File: src/rtl/regfile_dbg_master_pkg.sv
// Shared processor package: FSM state and command-op encodings used by the
// register-file debug master.
package regfile_dbg_master_pkg;

  typedef logic [1:0] state_t;

  localparam state_t ST_IDLE = 2'd0;
  localparam state_t ST_DUMP = 2'd1;
  localparam state_t ST_LOAD = 2'd2;
  localparam state_t ST_DONE = 2'd3;

  localparam logic DUMP_OP = 1'b0;
  localparam logic LOAD_OP = 1'b1;

endpackage

File: src/rtl/regfile_dbg_master.sv
// Register-file debug master: streams a block of registers out (dump) or
// writes a block of registers from an input stream (load). A single address
// pointer and a remaining-transfer count drive both directions; the dump path
// has one registered output stage so rf_rd1 never feeds out_data directly.
module regfile_dbg_master #(
  parameter int W  = 32,
  parameter int AW = 5
) (
  input  logic          clk,
  input  logic          rst,
  input  logic          cmd_valid,
  output logic          cmd_ready,
  input  logic          cmd_op,
  input  logic [AW-1:0] cmd_base,
  input  logic [AW:0]   cmd_count,
  output logic          out_valid,
  input  logic          out_ready,
  output logic [W-1:0]  out_data,
  output logic [AW-1:0] out_addr,
  input  logic          in_valid,
  output logic          in_ready,
  input  logic [W-1:0]  in_data,
  output logic [AW-1:0] rf_a1,
  input  logic [W-1:0]  rf_rd1,
  output logic [AW-1:0] rf_a3,
  output logic          rf_we3,
  output logic [W-1:0]  rf_wd3,
  output logic          busy,
  output logic          done
);

  import regfile_dbg_master_pkg::*;

  localparam int          N     = 1 << AW;
  localparam logic [AW:0] N_CNT = (AW+1)'(N);

  state_t        state;
  logic [AW-1:0] addr;
  logic [AW:0]   remaining;

  logic          accept;
  logic          out_fire;
  logic          in_fire;
  logic          stage_load;
  logic          load_step;
  logic [AW:0]   clamped_count;

  assign accept        = cmd_valid && cmd_ready;
  assign out_fire      = out_valid && out_ready;
  assign in_fire       = in_valid && in_ready;
  assign clamped_count = (cmd_count > N_CNT) ? N_CNT : cmd_count;

  // The output stage refills whenever it is empty or its current beat is
  // being taken, as long as registers are left to read.
  assign stage_load = (state == ST_DUMP) && (remaining != '0) && (!out_valid || out_ready);
  assign load_step  = (state == ST_LOAD) && in_fire;

  assign cmd_ready = (state == ST_IDLE);
  assign busy      = (state != ST_IDLE);
  assign done      = (state == ST_DONE);
  assign in_ready  = (state == ST_LOAD);
  assign rf_a1     = addr;
  assign rf_a3     = addr;
  assign rf_wd3    = in_data;
  assign rf_we3    = in_fire;

  // Command sequencing: a zero count completes at once, otherwise the op
  // picks the direction; each transfer state exits on its final handshake.
  always_ff @(posedge clk or negedge rst) begin
    if (!rst) begin
      state <= ST_IDLE;
    end else begin
      case (state)
        ST_IDLE: begin
          if (accept) begin
            if (clamped_count == '0)
              state <= ST_DONE;
            else if (cmd_op == LOAD_OP)
              state <= ST_LOAD;
            else
              state <= ST_DUMP;
          end
        end
        ST_DUMP: begin
          if (out_fire && (remaining == '0))
            state <= ST_DONE;
        end
        ST_LOAD: begin
          if (in_fire && (remaining == (AW+1)'(1)))
            state <= ST_DONE;
        end
        default: begin
          state <= ST_IDLE;
        end
      endcase
    end
  end

  // Address pointer wraps naturally at N; remaining counts transfers still owed.
  always_ff @(posedge clk or negedge rst) begin
    if (!rst) begin
      addr      <= '0;
      remaining <= '0;
    end else if (accept) begin
      addr      <= cmd_base;
      remaining <= clamped_count;
    end else if (stage_load || load_step) begin
      addr      <= addr + AW'(1);
      remaining <= remaining - (AW+1)'(1);
    end
  end

  // Registered dump stage: capture the read data with its address, hold it
  // while the consumer stalls, and drop valid once the last beat is taken.
  always_ff @(posedge clk or negedge rst) begin
    if (!rst) begin
      out_valid <= 1'b0;
      out_data  <= '0;
      out_addr  <= '0;
    end else if (stage_load) begin
      out_valid <= 1'b1;
      out_data  <= rf_rd1;
      out_addr  <= addr;
    end else if (out_fire) begin
      out_valid <= 1'b0;
    end
  end

endmodule

File: config.mk
export PLATFORM = sky130hd
export DESIGN_NAME = regfile_dbg_master
export DESIGN_NICKNAME = d
export VERILOG_FILES = /design/src/rtl/regfile_dbg_master_pkg.sv /design/src/rtl/regfile_dbg_master.sv
export SDC_FILE = /design/constraint.sdc
export NUM_CORES = 1
export LEC_CHECK = 0
export ABC_CLOCK_PERIOD_IN_PS = 4800
export CAP_MARGIN = 30
export CORE_MARGIN = 2
export CORE_UTILIZATION = 39
export DETAILED_ROUTE_END_ITERATION = 7
export PLACE_DENSITY = 0.95
export SYNTH_ARGS = -nofsm -noshare
export SYNTH_HDL_FRONTEND = slang
export SYNTH_SLANG_ARGS = --single-unit
File: constraint.sdc
create_clock -name clk -period 4.8 [get_ports clk]
set_clock_uncertainty 0.2 [all_clocks]
set_input_delay 0.72 -clock clk [delete_from_list [all_inputs] [get_ports clk]]
set_output_delay 0.72 -clock clk [all_outputs]
set_load 0.005 [all_outputs]
==> results.md <==
* Post-Syn Area per Cell at 11.9 µm²
* Final min period at 3.05 ns
* Vias per cell at 5.03
* Post-synth top cells: dfrtp_1 (51), mux2_2 (39), buf_4 (37), nor2_1 (9), o21ai_0 (9)
* Number of routed nets with antenna violations at 0
* H-tree depth at 2
* Final hold vios at 0
* Post-CTS setup buffers at 0
* Row cnt at 29
* Drt wl/cell at 15.7 µm
* Count leader, synth: dfrtp_1
* Crit share post-route at 0.636
* Area leader, netlist: dfrtp_1
* Cells after Synth at 216
* Critical path capture point type: output pin
* Ys async rst share at 1.00
* Antenna fix cells at 0
* GR Overflow Total at 0
* Post-synth EDFFs at 0
* Router iterations before antenna repair at 4
* CTS buffer count at 5
* Final wirelength at 5.62 mm
* GP Congestion at 0.809
* CTS Root Cell: clkbuf_8
* YS warnings at 0
* Resized cells post-CTS at 0
* Slowest Stage Delay on Critical Path at 0.58 ns
* Io pins at 166
* Synth top area cells: dfrtp_1 (50%), mux2_2 (17%), buf_4 (11%)
* Hold Path Stages at 1
* Setup TNS at 0 ns
* FF+latch count, synth at 51
* Least-Margin Pin Slew at 0.700 ns
* HP Class: reg2reg
* Clk slew on worst S/H paths at 0.08 ns
* GRT Util Overall at 0.158
* Final nets at 371
* Hold-fix buffers, CTS at 0
* Ys flop type: dfrtp_1
* Area grow syn2layout at 35.3%
* Max Cap Violations at 0
* Vias in the first global route at 1,875
* VDD IR max at 0.335 mV
* Global-route wire length before repair at 8.96 mm
* Starting density of the core at 0.404
* PortBufs at 101
* Detailed Place HPWL at 4.27 mm
* Die Span Y at 85.1 µm
* Max FO, Critical Path at 9
* Die area at 0.00724 mm²
* Outcome: finished clean
* DRC Markers at 0
* Fraction of layout cells with a size suffix above 1 at 0.188
* Crit Path Category: in2out
* Die W at 85.1 µm
* Slowest cell on crit path: clkdlybuf4s50_1
* F_max at 327 MHz
* CTS tree: yes
* Largest net degree at the start of global routing at 52
* Synthesized area at 0.00257 mm²
* Lkg Pwr at 1.41 nW
* Reg2Reg Depth at 7
* Fill count at 525
* Worst Path Required at 3.88 ns
* Most used cell, CP: clkdlybuf4s50_1
* Core ar. at 0.00635 mm²
* Sink Count at 51
* Max Slew Vio Count at 0
* Vias at 1,807
* Synth unique cells at 34
* Crit-path cells: clkdlybuf4s50_1 > and2_1 > clkdlybuf4s50_1
* Sequential fraction of the synthesis area at 0.497
* Clk buf depth at 2
* DR iter-0 viols at 53
* Power Density at 659 mW/mm²
* Hold_ws at 0.310 ns
* Worst slew margin at 0.532
* Clk_lat worst skew at 0.29 ns
* Syn_nets at 305
* RSZ-0062 raised after global routing: no
* Antenna violations before repair at 0
* Critical Path Start Type: input port
* Yosys top cell area share at 0.497
* Final Setup Violations at 0
* Worst Path Arrival at 2.13 ns
routing by layer:
metal  vias up  GRT usage  wire [µm]
li1        827          -          -
met1       873      0.177       2160
met2        84      0.252       2710
met3        23     0.0720        622
met4         0     0.0808        140
met5         -          0          0
path summary, 6_finish.rpt:
path,slack (ns),endpoint,startpoint
worst min-delay path,0.31,out_data[17],out_data[17]
max in group asynchronous,3.66,out_addr[4],rst
worst max-delay path,1.75,rf_we3,in_valid
worst min register to register,0.31,out_data[17],out_data[17]
worst max register to register,2.09,rf_a1[1],remaining[0]
min in group asynchronous,0.32,out_data[17],rst
worst max-delay path: cells and delay by family:
family / cells / cell delay [ns]
AND/OR/NAND/NOR: 1 / 0.36
buffers and inverters: 2 / 1.05
power by group:
part	internal (mW)	total [mW]	switching, mW	leakage [nW]
Sequential	0.656	0.812	0.155	0.599
Combinational	0.752	1.19	0.435	0.764
Clock	0.153	0.288	0.135	0.0513
Total	1.56	2.29	0.726	1.41
area by class of cell:
cell class / instances / area (µm²) / area share
Tap cell: 77 / 96.3 / 0.0278
Timing Repair Buffer: 103 / 1020 / 0.294
Clock buffer: 6 / 72.6 / 0.0209
Clock inverter: 1 / 30.0 / 0.00865
Inverter: 8 / 30.0 / 0.00865
Sequential cell: 51 / 1280 / 0.368
Multi-Input combinational cell: 113 / 945 / 0.272
registers in the layout, indices dropped and copies added, names as in the netlist:
signal and count:
rf_a1 5, out_valid 1, out_data 32, out_addr 5, state 2, remaining 6
cells in the final DEF (no fill, tap or decap), types with 3 or more instances in the layout:
master           instances
nand3_1                  4
nor3_1                   3
mux2_2                  39
o21ai_0                  9
nand2_1                  8
clkbuf_8                 5
a21oi_1                  6
nor2_1                   9
xor2_1                   6
inv_1                    8
clkdlybuf4s50_1        100
dfrtp_1                 51
ha_1                     8
cells by family (layout without fill, tap and decap cells):
kind of cell | Yosys count | after routing | share of synthesized area
muxes | 40 | 40 | 0.175
and+or+nand+nor | 34 | 34 | 0.0668
DFF | 51 | 51 | 0.497
buffers and inverters | 52 | 118 | 0.135
AOI/OAI and AO/OA | 23 | 23 | 0.0600
adders and majority gates | 8 | 8 | 0.0390
xor gates and xnor gates | 8 | 8 | 0.0273
metrics by stage:
| stage | power, mW | worst slack (ns) | utilization | instances | instance area (µm²) |
|---|---|---|---|---|---|
| CTS | 2.32 | 1.75 | 0.547 | 359 | 3470 |
| global route | 2.45 | 1.71 | 0.547 | 359 | 3470 |
| global placement | 1.96 | 1.63 | 0.530 | 352 | 3370 |
| floorplan | 1.44 | 2.64 | - | 216 | 2570 |
| finish | 2.29 | 1.75 | 0.547 | 359 | 3470 |
| detailed placement | 2.02 | 1.57 | 0.530 | 352 | 3370 |
Power figures use the tool's default switching activity.
